**config.mk**
```make
export PLATFORM = sky130hd
export DESIGN_NAME = iter_div_responder_flat
export DESIGN_NICKNAME = d
export VERILOG_FILES = /design/src/rtl/iter_div_responder_if.sv /design/src/rtl/iter_div_responder.sv /design/src/flat_wrapper.sv
export SDC_FILE = /design/constraint.sdc
export NUM_CORES = 1
export LEC_CHECK = 0
export CAP_MARGIN = 20
export CORE_UTILIZATION = 30
export CTS_CLUSTER_SIZE = 10
export DETAILED_ROUTE_END_ITERATION = 7
export GPL_TIMING_DRIVEN = 0
export PLACE_DENSITY = 0.5
export SYNTH_ARGS = -nofsm -noshare
export SYNTH_HDL_FRONTEND = slang
export SYNTH_SLANG_ARGS = --single-unit
```
**constraint.sdc**
```tcl
create_clock -name clk -period 4.81 [get_ports clk]
set_input_delay 0.481 -clock clk [delete_from_list [all_inputs] [get_ports clk]]
set_output_delay 0.481 -clock clk [all_outputs]
set_load 0.005 [all_outputs]
```
**src/rtl/iter_div_responder_if.sv**
```systemverilog
// iter_div_responder_if: dividend/divisor request channels and the result channel between the ALU (master) and the divider (slave).
interface iter_div_responder_if #(parameter int WIDTH = 32);
  logic [WIDTH-1:0]   s_axis_dividend_tdata;
  logic               s_axis_dividend_tvalid;
  logic               s_axis_dividend_tready;
  logic [WIDTH-1:0]   s_axis_divisor_tdata;
  logic               s_axis_divisor_tvalid;
  logic               s_axis_divisor_tready;
  logic [2*WIDTH-1:0] m_axis_dout_tdata;
  logic               m_axis_dout_tvalid;
  modport master (
    output s_axis_dividend_tdata, s_axis_dividend_tvalid, s_axis_divisor_tdata, s_axis_divisor_tvalid,
    input  s_axis_dividend_tready, s_axis_divisor_tready, m_axis_dout_tdata, m_axis_dout_tvalid
  );
  modport slave (
    input  s_axis_dividend_tdata, s_axis_dividend_tvalid, s_axis_divisor_tdata, s_axis_divisor_tvalid,
    output s_axis_dividend_tready, s_axis_divisor_tready, m_axis_dout_tdata, m_axis_dout_tvalid
  );
endinterface

```
**src/rtl/iter_div_responder.sv**
```systemverilog
// iter_div_responder: radix-2 restoring divider; ports clk, reset, bus (slave: dividend/divisor in, {quotient,remainder} out).
module iter_div_responder #(
  parameter int WIDTH  = 32,
  parameter bit SIGNED = 1'b1
) (
  input logic clk,
  input logic reset,
  iter_div_responder_if.slave bus
);
  localparam int CW = $clog2(WIDTH);
  typedef enum logic [1:0] {IDLE, CALC, DONE} state_t;
  state_t           state;
  logic             sa, sb;
  logic [WIDTH-1:0] quo, rem, dvs;
  logic [CW-1:0]    cnt;
  logic             go, ge, a_neg, b_neg;
  logic [WIDTH-1:0] a, b, q_nx, r_nx;
  logic [WIDTH:0]   sh;
  assign a     = bus.s_axis_dividend_tdata;
  assign b     = bus.s_axis_divisor_tdata;
  assign go    = state == IDLE && bus.s_axis_dividend_tvalid && bus.s_axis_divisor_tvalid;
  assign bus.s_axis_dividend_tready = go;
  assign bus.s_axis_divisor_tready  = go;
  assign a_neg = SIGNED && a[WIDTH-1];
  assign b_neg = SIGNED && b[WIDTH-1];
  // rem < dvs always holds, so the shifted remainder needs one extra bit and the kept difference fits back in WIDTH
  assign sh    = {rem, quo[WIDTH-1]};
  assign ge    = sh >= {1'b0, dvs};
  assign r_nx  = sh[WIDTH-1:0] - (ge ? dvs : '0);
  assign q_nx  = {quo[WIDTH-2:0], ge};
  always_ff @(posedge clk) begin
    if (reset) begin
      state                  <= IDLE;
      sa                     <= 1'b0;
      sb                     <= 1'b0;
      quo                    <= '0;
      rem                    <= '0;
      dvs                    <= '0;
      cnt                    <= '0;
      bus.m_axis_dout_tdata  <= '0;
      bus.m_axis_dout_tvalid <= 1'b0;
    end else begin
      bus.m_axis_dout_tvalid <= 1'b0;
      case (state)
        IDLE: if (go) begin
          sa    <= a_neg;
          sb    <= b_neg;
          quo   <= a_neg ? -a : a;
          dvs   <= b_neg ? -b : b;
          rem   <= '0;
          cnt   <= '0;
          state <= CALC;
        end
        CALC: begin
          quo <= q_nx;
          rem <= r_nx;
          cnt <= cnt + 1'b1;
          if (cnt == CW'(WIDTH - 1)) begin
            bus.m_axis_dout_tdata  <= {(sa ^ sb) ? -q_nx : q_nx, sa ? -r_nx : r_nx};
            bus.m_axis_dout_tvalid <= 1'b1;
            state                  <= DONE;
          end
        end
        default: state <= IDLE;
      endcase
    end
  end
endmodule

```
**src/flat_wrapper.sv**
```systemverilog
// flat-port wrapper written by rule: the top's interface ports become plain ports
module iter_div_responder_flat 
#(
  parameter int WIDTH  = 32,
  parameter bit SIGNED = 1'b1
)
  (clk, reset, bus_s_axis_dividend_tdata, bus_s_axis_dividend_tvalid, bus_s_axis_divisor_tdata, bus_s_axis_divisor_tvalid, bus_s_axis_dividend_tready, bus_s_axis_divisor_tready, bus_m_axis_dout_tdata, bus_m_axis_dout_tvalid);
  iter_div_responder_if #(.WIDTH(WIDTH)) bus_i ();
  input logic clk;
  input logic reset;
  input wire logic [$bits(bus_i.s_axis_dividend_tdata)-1:0] bus_s_axis_dividend_tdata;
  input wire logic [$bits(bus_i.s_axis_dividend_tvalid)-1:0] bus_s_axis_dividend_tvalid;
  input wire logic [$bits(bus_i.s_axis_divisor_tdata)-1:0] bus_s_axis_divisor_tdata;
  input wire logic [$bits(bus_i.s_axis_divisor_tvalid)-1:0] bus_s_axis_divisor_tvalid;
  output wire logic [$bits(bus_i.s_axis_dividend_tready)-1:0] bus_s_axis_dividend_tready;
  output wire logic [$bits(bus_i.s_axis_divisor_tready)-1:0] bus_s_axis_divisor_tready;
  output wire logic [$bits(bus_i.m_axis_dout_tdata)-1:0] bus_m_axis_dout_tdata;
  output wire logic [$bits(bus_i.m_axis_dout_tvalid)-1:0] bus_m_axis_dout_tvalid;
  assign bus_i.s_axis_dividend_tdata = bus_s_axis_dividend_tdata;
  assign bus_i.s_axis_dividend_tvalid = bus_s_axis_dividend_tvalid;
  assign bus_i.s_axis_divisor_tdata = bus_s_axis_divisor_tdata;
  assign bus_i.s_axis_divisor_tvalid = bus_s_axis_divisor_tvalid;
  assign bus_s_axis_dividend_tready = bus_i.s_axis_dividend_tready;
  assign bus_s_axis_divisor_tready = bus_i.s_axis_divisor_tready;
  assign bus_m_axis_dout_tdata = bus_i.m_axis_dout_tdata;
  assign bus_m_axis_dout_tvalid = bus_i.m_axis_dout_tvalid;
  iter_div_responder #(.WIDTH(WIDTH), .SIGNED(SIGNED)) u_core (.clk(clk), .reset(reset), .bus(bus_i));
endmodule
```
## Yosys cells after proc, flatten, opt, wreduce, memory -nomap -nowiden

Cells that the tools add are included.

- $add $sub $neg: 6
- Magnitude comparators: 1
- Equality and inequality tests: 4
- Muxes and demuxes: 15
- Bitwise logic cells: 2
- Reduce and logical (&&, ||, !) cells: 9

Operators with widths:

| operator | number |
|---|---|
| 32-bit two-way mux | 7 |
| 32-bit negator | 4 |
| 32-bit case mux with 2 select lines | 2 |
| 33-bit by 32-bit >= comparator with 1-bit output | 1 |
| 32-bit subtractor | 1 |
| 5-bit case mux with 2 select lines | 1 |
| 2-bit AND reduction | 4 |
| 5-bit by 1-bit adder with 5-bit output, second input constant | 1 |
| 5-bit == test, second input constant | 1 |
| 5-bit two-way mux | 1 |
| 2-bit two-way mux | 2 |
| 2-bit case mux with 2 select lines | 1 |
| 2-bit by 1-bit == test with 1-bit output, second input constant | 1 |
| 1-bit logical AND | 2 |
| 2-bit zero test | 1 |
| 2-bit by 1-bit != test with 1-bit output, second input constant | 1 |
| 2-bit != test, second input constant | 1 |
| 2-bit nonzero test | 1 |
| 2-bit OR reduction | 1 |
| 1-bit two-way mux | 1 |
| 1-bit inverter | 1 |
| 1-bit XOR | 1 |

- Flip-flop bits (word level): 170
- Input port bits: 68
- Output and inout port bits: 67
- Logic and storage cells: 46

## Longest topological paths before layout

- Depth in word-level cells: 5
- Depth in mapped cells: 23
- Depth with buffers taken out: 22

## Worst setup path before layout

OpenSTA, ideal clock, no wires.

- Kind: register -> register
- From: register u_core.dvs[30]
- To: register u_core.bus.m_axis_dout_tdata[27]
- Setup time: 0.095 ns
- Arrival time: 5.228 ns
- Setup slack: -0.513 ns
- Stages on the path, launching flop included: 24
- Path buffers: 3
- Period minus slack after synthesis: 5.323 ns
- Path through: dfxtp_1 inv_1 ha_1 and4b_1 nand3_1 or3_1 nor4_1 a311o_1 or2_2 clkbuf_1 buf_1 nand2_1 ha_1 buf_6 a21o_4 a2111oi_4 or2_2 a211oi_2 or3_4 a2111oi_4 and4_4 nand3_2 a2111o_1 o311ai_1

- Cells in the longest elaborated chain, start to end: 5

RTL lines:

| element | RTL line | text |
|---|---|---|
| start: declaration | iter_div_responder.sv:14 | `logic [WIDTH-1:0] quo, rem, dvs;` |
| start signal: assignment | iter_div_responder.sv:49 | `dvs <= b_neg ? -b : b;` |
| 33-bit by 32-bit >= comparator with 1-bit output * | iter_div_responder.sv:28 | `assign ge = sh >= {1'b0, dvs};` |
| 32-bit two-way mux * | iter_div_responder.sv:29 | `assign r_nx = sh[WIDTH-1:0] - (ge ? dvs : '0);` |
| 32-bit subtractor * | iter_div_responder.sv:29 |  |
| 32-bit negator | iter_div_responder.sv:59 | `bus.m_axis_dout_tdata <= {(sa ^ sb) ? -q_nx : q_nx, sa ? -r_nx : r_nx};` |
| 32-bit two-way mux * | iter_div_responder.sv:59 |  |
| end signal: assignment | iter_div_responder.sv:59 |  |
| end: declaration | iter_div_responder_if.sv:17 | `output s_axis_dividend_tready, s_axis_divisor_tready, m_axis_dout_tdata, m_axis_dout_tvalid` |

Every way passes the cells marked *; elsewhere a longest branch is shown, timed or not.
A chain may end at the register's enable or synchronous reset.

## Worst setup path after layout

Ends and elaborated chain as after synthesis.

==> results.sh <==
export IMPL_status="finished with violations"
export IMPL_violations="setup timing"
export IMPL_ys_warn_count=0
export IMPL_hold_depth=2
export IMPL_ys_flop_type="dfxtp_1"
export IMPL_worst_setup_path_start_kind="flop"
export IMPL_numCtsBuffers=17
export IMPL_overflow=0
export IMPL_synthCells=1496
export IMPL_rsz0062_at_grt="true"
export IMPL_critical_path_class="flop to flop"
export IMPL_hold_viol=0
export IMPL_synth_nets=1634
export IMPL_cts_buffer_depth=2
export IMPL_cpPeakStageDelay_ns=0.57
export IMPL_ant_nets=0
export IMPL_cts_num_sinks=170
export IMPL_tns_ns=-6.55
export IMPL_fin_cells=2274
export IMPL_hold_ws_ns=0.452
export IMPL_end_kind="flop"
export IMPL_ios=135
export IMPL_setup_slack_ns=-0.451
export IMPL_critPathArrivalTime_ns=5.61
export IMPL_gp_congestion=0.876
export IMPL_skew_ns=0.0138
export IMPL_grtUsageTotal_pct=21.9
export IMPL_drive_above_1_share_pct=21.8
export IMPL_n_antenna_cell=0
export IMPL_slowest_stage="or4_4"
export IMPL_placed_cells=2141
export IMPL_synth_edf_count=0
export IMPL_layout_cells_most_common="nand2_1"
export IMPL_dr_pass1_iters=5
export IMPL_finalCritPeriodShare_pct=109
export IMPL_synth_area_um2=11600
export IMPL_critPathMaxFanout=6
export IMPL_dp_hpwl_um=33200
export IMPL_slew_headroom_pct=37.3
export IMPL_timing_final_crit_period_ns=5.26
export IMPL_syn_area_per_cell_um2=7.73
export IMPL_numPortBuffers=134
export IMPL_reg2reg_depth=21
export IMPL_viasPerCell=5.26
export IMPL_ys_ff_latch=170
export IMPL_die_area_um2=39300
export IMPL_tightest_slew_ns=0.941
export IMPL_clkSlewWorstSetupHoldPaths_ns=0.07
export IMPL_max_freq_mhz=190
export IMPL_layout_common_cells="nand2_1, nor2_1, dfxtp_1, clkdlybuf4s50_1, a21oi_1"
export IMPL_async_flop_share_pct=0
export IMPL_cp_cell_sequence="inv_2, ha_4, and4b_1, nand3_4, or3_4, nor4_2, a311o_1, or2_4, and2_4, ha_4, inv_2, fa_2, buf_12, xnor2_4, nand3_2, or4_4, nor4_4, and4_4, nand3_2, a2111o_1, o311ai_1"
export IMPL_clock_latency_ns=0.45
export IMPL_drc=0
export IMPL_cts_hold_buf=0
export IMPL_rows=71
export IMPL_antenna_found_initial=0
export IMPL_slew_violations=0
export IMPL_die_w_um=198
export IMPL_nets=1888
export IMPL_ys_types=84
export IMPL_cap_violations=0
export IMPL_cts_htree_levels=4
export IMPL_cp_required_ns=5.16
export IMPL_yosysSeqAreaShare_pct=29.4
export IMPL_cts_root_buffer="clkbuf_16"
export IMPL_grt_pass1_vias=11121
export IMPL_drt_iter0_markers=799
export IMPL_grt_pass1_wl_um=65400
export IMPL_start_util_pct=30.6
export IMPL_num_vias=11957
export IMPL_routed_wl_um=43800
export IMPL_areaGrowthSynthToFinish_pct=42.9
export IMPL_core_area_um2=37800
export IMPL_die_h_um=198
export IMPL_grt_start_max_net_pins=17
export IMPL_hp_class="flop to flop"
export IMPL_avgRoutedWirePerCell_um=19.3
export IMPL_dp_slack_ns=-1.13
export IMPL_cts_tree="yes"
export IMPL_setup_viol=24
[through the flow]
stage	cell area, µm²	util [%]
after floorplan	11800	-
after global placement	13800	36.4
after detailed placement	13800	36.4
after CTS	15600	41.3
after global routing	16500	43.8
final	16500	43.8
[flip-flops by register name, summed over array words and instances (netlist names)]
signal and count:
u_core.quo 32, u_core.bus.m_axis_dout_tvalid 1, u_core.sb 1, u_core.sa 1
u_core.state 2, u_core.dvs 32, u_core.bus.m_axis_dout_tdata 64, u_core.cnt 5
u_core.rem 32
[cell families (layout without fill, tap and decap cells)]
kind of cell | count (synthesis) | in the layout | synth area share, %
AO/OA/AOI/OAI | 440 | 440 | 25.9
XOR/XNOR | 132 | 132 | 10.1
adder cells (fa/ha/maj) | 70 | 70 | 7.64
buffers and inverters | 151 | 418 | 5.04
flip-flops | 170 | 170 | 29.4
multiplexers | 5 | 5 | 0.433
AND/OR/NAND/NOR | 528 | 528 | 21.4
[synthesized netlist by cell type, drive strengths merged, types with 4 or more instances]
library cell | count | area share [%]
o211ai | 9 | 0.58
nand3b | 5 | 0.32
a221oi | 4 | 0.36
a311oi | 8 | 0.66
or2 | 14 | 0.76
xnor2 | 73 | 5.5
a22oi | 28 | 1.8
a211oi | 83 | 5.4
buf | 14 | 0.60
nor4 | 17 | 1.1
o31ai | 27 | 1.8
and3 | 9 | 0.49
mux2i | 5 | 0.43
o21ai | 63 | 2.8
or3 | 20 | 1.1
nor2 | 153 | 5.0
o21a | 4 | 0.26
a21o | 17 | 1.2
nor2b | 6 | 0.32
ha | 69 | 7.5
or4 | 12 | 0.78
nand4 | 14 | 0.81
clkbuf | 77 | 2.5
a31oi | 15 | 0.87
nand2b | 8 | 0.43
and2 | 15 | 0.81
a211o | 4 | 0.30
o41ai | 15 | 1.3
inv | 60 | 1.9
a21oi | 130 | 5.7
nand2 | 173 | 5.6
nor3 | 24 | 1.0
nand3 | 51 | 2.3
xor2 | 59 | 4.5
dfxtp | 170 | 29
[layer usage]
| metal | part of all wire (%) | vias up | wire [µm] | GRT usage [%] |
|---|---|---|---|---|
| met2 | 44 | 317 | 19300 | 33.3 |
| met3 | 5.6 | 42 | 2450 | 3.22 |
| li1 | - | 5929 | - | - |
| met1 | 49 | 5669 | 21500 | 31.7 |
| met4 | 1.5 | 0 | 646 | 5.74 |
| met5 | 0 | - | 0 | 0 |
[repair_timing]
action | 4_1_cts | 5_1_grt
gates resized for setup | 160 | 112
hold endpoints to repair | 0 | 0
setup buffers | 64 | 47
pin swaps | 91 | 87
setup endpoints to repair | 42 | 35
gates cloned | 1 | 1
[worst max-delay path, delay by kind of cell, from the launching register on]
kind                     cells  cell delay [ns]
AO/OA/AOI/OAI                3             0.78
AND/OR/NAND/NOR             11             2.74
buffers and inverters        3             0.24
XOR/XNOR                     1             0.26
adder cells (fa/ha/maj)      3             0.76
flip-flops                   1             0.35
[worst paths after layout]
kind | from | endpoint | slack (ns)
worst min register to register | u_core.bus.m_axis_dout_tdata[48] | u_core.bus.m_axis_dout_tdata[48] | 0.45
worst max-delay path | u_core.dvs[30] | u_core.bus.m_axis_dout_tdata[27] | -0.45
worst max register to register | u_core.dvs[30] | u_core.bus.m_axis_dout_tdata[27] | -0.45
worst min-delay path | u_core.bus.m_axis_dout_tdata[48] | u_core.bus.m_axis_dout_tdata[48] | 0.45
[area by class of cell]
type | instances | area (µm²)
Buffer | 83 | 364
Clock buffer | 20 | 467
Clock inverter | 12 | 149
Fill cell | 3771 | 21200
Inverter | 60 | 231
Multi-Input combinational cell | 1175 | 8990
Sequential cell | 170 | 3450
Tap cell | 511 | 639
Timing Repair Buffer | 243 | 2230
Power is left out: the tool's default activity adds up to more than one toggle a clock period on the data nets, which glitch-free logic cannot reach.
